`config.mk`:
```
export PLATFORM = sky130hd
export DESIGN_NAME = decoder_seq
export DESIGN_NICKNAME = d
export VERILOG_FILES = /design/src/rtl/decoder_pkg.sv /design/src/rtl/onehot_dec.sv /design/src/rtl/decoder_seq.sv
export SDC_FILE = /design/constraint.sdc
export NUM_CORES = 1
export LEC_CHECK = 0
export ABC_CLOCK_PERIOD_IN_PS = 2000
export CAP_MARGIN = 20
export CORE_UTILIZATION = 28
export DETAILED_ROUTE_END_ITERATION = 10
export PLACE_DENSITY = 0.54
export SYNTH_ARGS = -nofsm -noshare
export SYNTH_HDL_FRONTEND = slang
export SYNTH_HIERARCHICAL = 1
export SYNTH_SLANG_ARGS = --single-unit
```
`constraint.sdc`:
```
create_clock -name clk -period 2 [get_ports clk]
set_input_delay 0.5 -clock clk [delete_from_list [all_inputs] [get_ports clk]]
set_output_delay 0.5 -clock clk [all_outputs]
set_load 0.02 [all_outputs]
```
`src/rtl/decoder_pkg.sv`:
```
// Shared constants for the sequenced one-hot decoder:
// request mode encodings and the FSM state type.
package decoder_pkg;

    localparam logic [1:0] MODE_DECODE = 2'b00;
    localparam logic [1:0] MODE_SCAN   = 2'b01;
    localparam logic [1:0] MODE_CLEAR  = 2'b10;

    typedef enum logic {
        ST_IDLE = 1'b0,
        ST_SCAN = 1'b1
    } state_e;

endpackage

```
`src/rtl/onehot_dec.sv`:
```
// Combinational index to one-hot mapper.
// Ports: idx_i (SEL_W index) -> onehot_o (2^SEL_W bits).
module onehot_dec #(
    parameter int SEL_W = 3
) (
    input  logic [SEL_W-1:0]      idx_i,
    output logic [2**SEL_W-1:0]   onehot_o
);

    localparam int OUT_W = 2**SEL_W;

    assign onehot_o = OUT_W'(1) << idx_i;

endmodule

```
`src/rtl/decoder_seq.sv`:
```
// Registered one-hot decoder with valid/ready request and walking scan.
// Ports: clk, rst_n, en, in_valid/in_ready, sel, mode -> out_onehot,
//        out_valid, scan_done, busy.
module decoder_seq
    import decoder_pkg::*;
#(
    parameter int SEL_W = 3
) (
    input  logic                  clk,
    input  logic                  rst_n,
    input  logic                  en,
    input  logic                  in_valid,
    output logic                  in_ready,
    input  logic [SEL_W-1:0]      sel,
    input  logic [1:0]            mode,
    output logic [2**SEL_W-1:0]   out_onehot,
    output logic                  out_valid,
    output logic                  scan_done,
    output logic                  busy
);

    localparam int OUT_W = 2**SEL_W;
    localparam int CNT_W = SEL_W + 1;

    state_e             state_q, state_d;
    logic [SEL_W-1:0]   idx_q, idx_d;
    logic [CNT_W-1:0]   cnt_q, cnt_d;
    logic [OUT_W-1:0]   out_q, out_d;
    logic               vld_q, vld_d;
    logic               done_q, done_d;

    logic [SEL_W-1:0]   idx_inc;
    logic [CNT_W-1:0]   cnt_inc;
    logic [SEL_W-1:0]   dec_idx;
    logic [OUT_W-1:0]   dec_oh;

    assign idx_inc = idx_q + SEL_W'(1);
    assign cnt_inc = cnt_q + CNT_W'(1);

    // One decoder serves both paths: the request index in IDLE,
    // the next walking position while scanning.
    assign dec_idx = (state_q == ST_SCAN) ? idx_inc : sel;

    onehot_dec #(
        .SEL_W (SEL_W)
    ) u_dec (
        .idx_i    (dec_idx),
        .onehot_o (dec_oh)
    );

    assign in_ready   = en & (state_q == ST_IDLE);
    assign out_onehot = out_q;
    assign out_valid  = vld_q;
    assign scan_done  = done_q;
    assign busy       = (state_q == ST_SCAN);

    always_comb begin
        state_d = state_q;
        idx_d   = idx_q;
        cnt_d   = cnt_q;
        out_d   = out_q;
        vld_d   = 1'b0;
        done_d  = 1'b0;
        if (en) begin
            unique case (state_q)
                ST_IDLE: begin
                    if (in_valid) begin
                        vld_d = 1'b1;
                        case (mode)
                            MODE_DECODE: out_d = dec_oh;
                            MODE_SCAN: begin
                                out_d   = dec_oh;
                                idx_d   = sel;
                                cnt_d   = CNT_W'(1);
                                state_d = ST_SCAN;
                            end
                            default: out_d = '0;
                        endcase
                    end
                end
                ST_SCAN: begin
                    // Counter reaching OUT_W means every position was
                    // emitted; spend one quiet cycle before idling.
                    if (cnt_q == CNT_W'(OUT_W)) begin
                        state_d = ST_IDLE;
                        cnt_d   = '0;
                    end else begin
                        idx_d  = idx_inc;
                        cnt_d  = cnt_inc;
                        out_d  = dec_oh;
                        vld_d  = 1'b1;
                        done_d = (cnt_inc == CNT_W'(OUT_W));
                    end
                end
                default: state_d = ST_IDLE;
            endcase
        end
    end

    always_ff @(posedge clk or negedge rst_n) begin
        if (!rst_n) begin
            state_q <= ST_IDLE;
            idx_q   <= '0;
            cnt_q   <= '0;
            out_q   <= '0;
            vld_q   <= 1'b0;
            done_q  <= 1'b0;
        end else begin
            state_q <= state_d;
            idx_q   <= idx_d;
            cnt_q   <= cnt_d;
            out_q   <= out_d;
            vld_q   <= vld_d;
            done_q  <= done_d;
        end
    end

endmodule
```
==> summary.md, run 1 <==
| Metric | Value |
|---|---|
| Fillers | `approximately 380` |
| Final setup TNS | `0 ns` |
| DRC | `0` |
| Max-cap violation count | `0` |
| Clock transition at path regs | `roughly 0.07 ns` |
| Total die area | `4170 µm²` |
| CTS resizes | `1` |
| Pins Over Slew Limit | `0` |
| Seq/Total Area, Yosys | `around two fifths` |
| WL/cell | `between 10 and 15 µm` |
| Synth top area share | `41.1%` |
| Hold Slack | `between 0.5 and 0.6 ns` |
| Crit Path Class | `input pin to output pin` |
| Final core area utilization | `approximately two fifths` |
| PwrDens | `around 1500 nW/µm²` |
| Crit-path max FO | `2` |
| CP Data Arrival Time | `around 1.4 ns` |
| Worst slew pin tran | `0.300 ns` |
| GPL Wtd Cong | `approximately 0.7` |
| HP Class | `register to register` |
| Register Area | `about 450 µm²` |
| Synth Register Bits | `18` |
| Vias in the first global route | `around 740` |
| Post-synth top flop | `dfrtp_1` |
| Min Tclk post-route | `approximately 1.9 ns` |
| CTS buffer count | `3` |
| Post-DR vias/cell | `4.61` |
| DP HPWL | `between 1000 and 1500 µm` |
| Post-CTS Setup Inserts | `0` |
| Die Height | `64.6 µm` |
| FMAX | `just over 500 MHz` |
| Critical path's top delay family | `buffers and inverters` |
| Core Area | `around 3700 µm²` |
| Main area contributors after synthesis | `dfrtp_1 41%, o21ai_2 6.4%, nand4_1 5.7%, ha_1 4.6%, mux2_4 4.1%` |
| Syn avg cell area | `~11 µm²` |
| CTS tree | `yes` |
| Clock Tree Root | `clkbuf_8` |
| Routed wire length | `approximately 2000 µm` |
| GRT busiest layer | `met1` |
| CP Buf/Inv Count | `2` |
| Overflow after GRT | `0` |
| Clock sinks | `18` |
| Gr usage total | `between 10% and 20%` |
| DRT Pass-1 Iters | `4` |
| CP Cell Sequence | `clkdlybuf4s50_1, nor2b_1, dlygate4sd2_1` |
| Final hold viol count | `0` |
| Syn nets | `~120` |
| Clk_lat worst skew | `~0.25 ns` |
| Worst endpoint required time | `1.50 ns` |
| Crit start category | `input pin` |
| Setup violations, final | `0` |
| Top-count cell post-synth | `dfrtp_1` |
| Vias | `roughly 810` |
| EDFF count, synth | `0` |
| Initial antenna violation count | `0` |
| Synth Cell Area | `approximately 1100 µm²` |
| Antenna diodes | `0` |
| Critical path endpoint category | `output pin` |
| Cts hold-fix bufs | `0` |
| Core Rows | `22` |
| Status | `finished clean` |
| CP max stage cell | `clkdlybuf4s50_1` |
| Period utilization | `a little over nine tenths` |
| Area leader, netlist | `dfrtp_1` |
| Antenna-violating nets left | `0` |
| GRT met3 Usage | `about 2.1%` |
| GR met1 Demand/Resource | `approximately 15%` |
| Gate Count Post-Synth | `between 100 and 150` |
| Num ports | `21` |
| Port-buffer cells | `20` |
| Effective utilization at floorplan | `29.5%` |
| RSZ-0062 raised after global routing | `no` |
| CTS H-tree lvls | `1` |
| Clock Skews | `0.00259 ns` |
| Layout Nets | `~140` |
| Rel. slew slack | `around four fifths` |
| Multi-input logic area | `roughly 560 µm²` |
| Async set or reset register ratio after synthesis | `100%` |
| Largest net degree at the start of global routing | `19` |
| Cell variety after synth | `35` |
| Share of layout cells above drive strength 1 | `between 20 and 25%` |
| Initial drt markers | `15` |
| GR Layer Usage met2 | `between 10% and 20%` |
| P&R area growth vs syn | `29.1%` |
| Synth cell count leaders | `18 x dfrtp_1, 11 x inv_1, 10 x nand4_1` |
| Clock Path Buffers | `2` |
| Leakage | `a little over 0.6 nW` |
| Die W | `approximately 65 µm` |
| Yosys warns | `6` |
| Maximum VDD drop | `around 0.0004 V` |
| CP peak stage delay | `about 0.47 ns` |
| First-pass GRT wire length | `around 3400 µm` |
layout by cell type (no fill, tap or decap), drive strengths merged, types with 4 or more instances in the layout:
cell type | netlist | layout
and3b | 5 | 5
buf | 6 | 7
clkbuf | 0 | 4
clkdlybuf4s50 | 0 | 19
dfrtp | 18 | 18
ha | 4 | 4
inv | 11 | 11
mux2 | 4 | 4
nand2 | 4 | 4
nand4 | 10 | 10
nor3b | 4 | 4
o21ai | 12 | 12
area by class of cell:
type,instances,area share (%)
Inverter,11,2.92
Tap cell,48,4.24
Clock buffer,4,3.89
Multi-Input combinational cell,67,39.3
Timing Repair Buffer,27,17.8
Sequential cell,18,31.8
registers in the layout, summed over array words and instances, names as in the netlist:
name and cells:
out_onehot 8, scan_done 1, idx_q 3, cnt_q 4
busy 1, out_valid 1
metal layers:
metal	routed length, µm	vias to the layer above
met2	792	20
li1	-	415
met4	24	0
met3	99	4
met1	1080	367
met5	0	-
logic make-up (layout without fill, tap and decap cells):
kind of cell	count (synthesis)	in the layout	synth area share [%]
AO/OA/AOI/OAI	21	21	15.3
XOR/XNOR	1	1	0.799
adder cells (fa/ha/maj)	4	4	4.57
buffers and inverters	17	42	8.10
flip-flops	18	18	41.1
multiplexers	6	6	6.96
AND/OR/NAND/NOR	35	35	23.2
stage by stage:
| stage | cells | area, µm² | total power [W] | worst slack (ns) |
|---|---|---|---|---|
| detailed placement | 171 | 1360 | 0.00177 | -0.203 |
| CTS | 175 | 1420 | 0.00207 | 0.0595 |
| finish | 175 | 1420 | 0.00206 | 0.0740 |
| floorplan | 102 | 1100 | 0.00144 | 0.297 |
| global placement | 171 | 1360 | 0.00174 | -0.203 |
| global route | 175 | 1420 | 0.00221 | 0.0461 |
where the power goes:
part,leakage (nW),total (W),internal (W),switching (W)
Clock,0.0288,0.000296,0.000175,0.000121
Sequential,0.229,0.000609,0.000494,0.000116
Combinational,0.365,0.00115,0.000594,0.000557
Total,0.623,0.00206,0.00126,0.000794
worst paths after layout:
check | startpoint | endpoint | slack [ns] | cells after the start
min | idx_q[1] | idx_q[1] | 0.53 | 1
min in group asynchronous | rst_n | idx_q[1] | 0.57 | 2
max reg2reg | cnt_q[0] | idx_q[2] | 0.37 | 5
min reg2reg | idx_q[1] | idx_q[1] | 0.53 | 1
max | en | in_ready | 0.07 | 3
max in group asynchronous | rst_n | idx_q[0] | 1.24 | 2
worst reg2reg max path, delay by kind of cell, from the launching register on:
kind | cells | cell delay [ns]
AOI/OAI and AO/OA | 1 | 0.18
adders and majority gates | 1 | 0.26
buffers and inverters | 1 | 0.09
DFF | 1 | 0.45
muxes | 1 | 0.33
and+or+nand+nor | 1 | 0.22
Power figures use the tool's default switching activity.
==> run 2, diff against run 1 <==
- ABC_AREA: not set -> 1
- PLACE_DENSITY: 0.54 -> 0.55
==> run 2 against run 1 <==
Compared with the run above: final cell count up 13%; non-clock buffer count is 3 lower; critical path depth is 1 higher; flip-flop and latch count unchanged; critical path type unchanged; largest cell class unchanged; largest power group is now registers.
==> summary.md, run 2 <==
| Metric | Value |
|---|---|
| Clock Tree Root | `clkbuf_4` |
| Met3 wire length | `63 µm` |
| Clk_lat worst skew | `about 0.29 ns` |
| Rel. slew slack | `a little over four fifths` |
| Crit start category | `input pin` |
| Syn avg cell area | `slightly above 8 µm²` |
| Clock Path Buffers | `2` |
| Vias in the first global route | `811` |
| DRT Pass-1 Iters | `4` |
| Die W | `62.5 µm` |
| Initial antenna violation count | `0` |
| Area leader, netlist | `dfrtp_1` |
| Antenna-violating nets left | `0` |
| DRC | `0` |
| PwrDens | `about 870 nW/µm²` |
| Commonest non-fill, non-tap cell in the layout | `nand2_1` |
| CTS tree | `yes` |
| Clock Skews | `~0.0044 ns` |
| Cell variety after synth | `20` |
| Antenna diodes | `0` |
| Routed wire length | `1950 µm` |
| Clock transition at path regs | `around 0.1 ns` |
| Die Height | `between 60 and 70 µm` |
| Final hold viol count | `0` |
| DR WL met2 | `between 900 and 1000 µm` |
| Post-DR vias/cell | `roughly 4.4` |
| Clock sinks | `18` |
| RSZ-0062 raised after global routing | `no` |
| Seq/Total Area, Yosys | `between 40% and 50%` |
| Max-cap violation count | `0` |
| Gate Count Post-Synth | `127` |
| WL/cell | `~9.8 µm` |
| Top-count cell post-synth | `nand2_1` |
| Num ports | `21` |
| Pins Over Slew Limit | `0` |
| P&R area growth vs syn | `28.5%` |
| Largest net degree at the start of global routing | `19` |
| HP Class | `register to register` |
| Min Tclk post-route | `around 1.8 ns` |
| DP HPWL | `1510 µm` |
| Core Rows | `21` |
| Post-CTS Setup Inserts | `0` |
| Initial drt markers | `13` |
| Cts hold-fix bufs | `0` |
| Maximum VDD drop | `a little over 0.0003 V` |
| Share of layout cells above drive strength 1 | `between 10% and 20%` |
| Critical path endpoint category | `output pin` |
| Synth cell count leaders | `38 x nand2_1, 18 x dfrtp_1, 13 x inv_1` |
| Gr usage total | `about 11%` |
| Layout Nets | `roughly 170` |
| Status | `finished clean` |
| Synth Cell Area | `slightly above 1000 µm²` |
| Setup violations, final | `0` |
| Final core area utilization | `38.5%` |
| EDFF count, synth | `0` |
| Port-buffer cells | `20` |
| Wl on met1 | `between 900 and 1000 µm` |
| Worst slew pin tran | `roughly 0.24 ns` |
| Leakage | `about 0.64 nW` |
| GPL Wtd Cong | `roughly 0.8` |
| CTS H-tree lvls | `1` |
| Syn nets | `140` |
| Core Area | `~3400 µm²` |
| Worst endpoint required time | `roughly 1.5 ns` |
| Main area contributors after synthesis | `dfrtp_1 44%, nand2_1 14%, o21ai_2 6.8%, o21ai_0 5.4%, ha_1 4.9%` |
| Finished Layout Cells | `about 200` |
| Period utilization | `between 80% and 90%` |
| Total die area | `3900 µm²` |
| Effective utilization at floorplan | `30.0%` |
| Async set or reset register ratio after synthesis | `100%` |
| Crit Path Class | `input pin to output pin` |
| Placed cells | `between 150 and 200` |
| Overflow after GRT | `0` |
| CTS buffer count | `3` |
| CP Data Arrival Time | `about 1.3 ns` |
| Post-synth top flop | `dfrtp_1` |
| Crit-path max FO | `2` |
| Largest register FFs | `8` |
| Yosys warns | `6` |
| CTS resizes | `1` |
| Most frequent cells in the layout | `38 x nand2_1, 19 x clkdlybuf4s50_1, 18 x dfrtp_1, 13 x inv_1, 12 x nor2_1` |
| Vias | `between 800 and 900` |
| First-pass GRT wire length | `around 3600 µm` |
| Synth top area share | `roughly 44%` |
| Synth Register Bits | `18` |
| Top Layer Used | `met4` |
| FMAX | `approximately 560 MHz` |
==> run 2: worst paths after layout <==
check	start	to	slack, ns	cells after the start
min in group asynchronous	rst_n	out_onehot[0]	0.53	2
max in group asynchronous	rst_n	out_valid	1.27	2
worst max-delay path	en	in_ready	0.21	4
worst max register to register	idx_q[0]	out_onehot[3]	0.41	7
worst min register to register	out_onehot[5]	out_onehot[5]	0.50	2
worst min-delay path	out_onehot[5]	out_onehot[5]	0.50	2
==> run 2: layout make-up <==
type                            count  area [µm²]
Clock buffer                        4        36.3
Fill cell                         376        2100
Inverter                           15        56.3
Multi-Input combinational cell     91         489
Sequential cell                    18         450
Tap cell                           46        57.6
Timing Repair Buffer               24         225
==> run 2: through the flow <==
step	setup slack [ns]	setup TNS, ns	cell area [µm²]	total power (W)	hold slack [ns]
after global placement	-0.236	-0.236	1280	0.000930	0.468
after CTS	0.0394	0	1320	0.00117	0.502
final	0.209	0	1320	0.00115	0.497
after global routing	0.134	0	1320	0.00125	0.522
after detailed placement	-0.222	-0.222	1280	0.000944	0.476
after floorplan	0.432	0	1020	0.000801	0.204
==> run 2: per-layer routing <==
metal	vias up	track usage [%]
met5	-	0
met4	0	4.36
met3	2	2.55
met2	12	18.3
met1	399	14.3
li1	451	-
==> run 2: worst max-delay path, cell delays in order <==
cell and delay, ns:
clkdlybuf4s50_1 0.48, inv_1 0.06, nor2_1 0.08, clkbuf_2 0.17
==> run 2: logic make-up (layout without fill, tap and decap cells) <==
logic type,after synthesis,count (layout),share of synthesized area [%]
fa+ha+maj,4,4,4.89
compound gates,23,23,14.2
simple gates,63,63,27.9
xor+xnor,1,1,0.856
flops,18,18,44.0
buf+inv,18,43,8.19
==> run 2: where the power goes <==
part           total [W]  switching, W  internal (W)
Combinational   0.000423      0.000243      0.000180
Sequential      0.000505     0.0000684      0.000437
Clock           0.000220      0.000109      0.000111
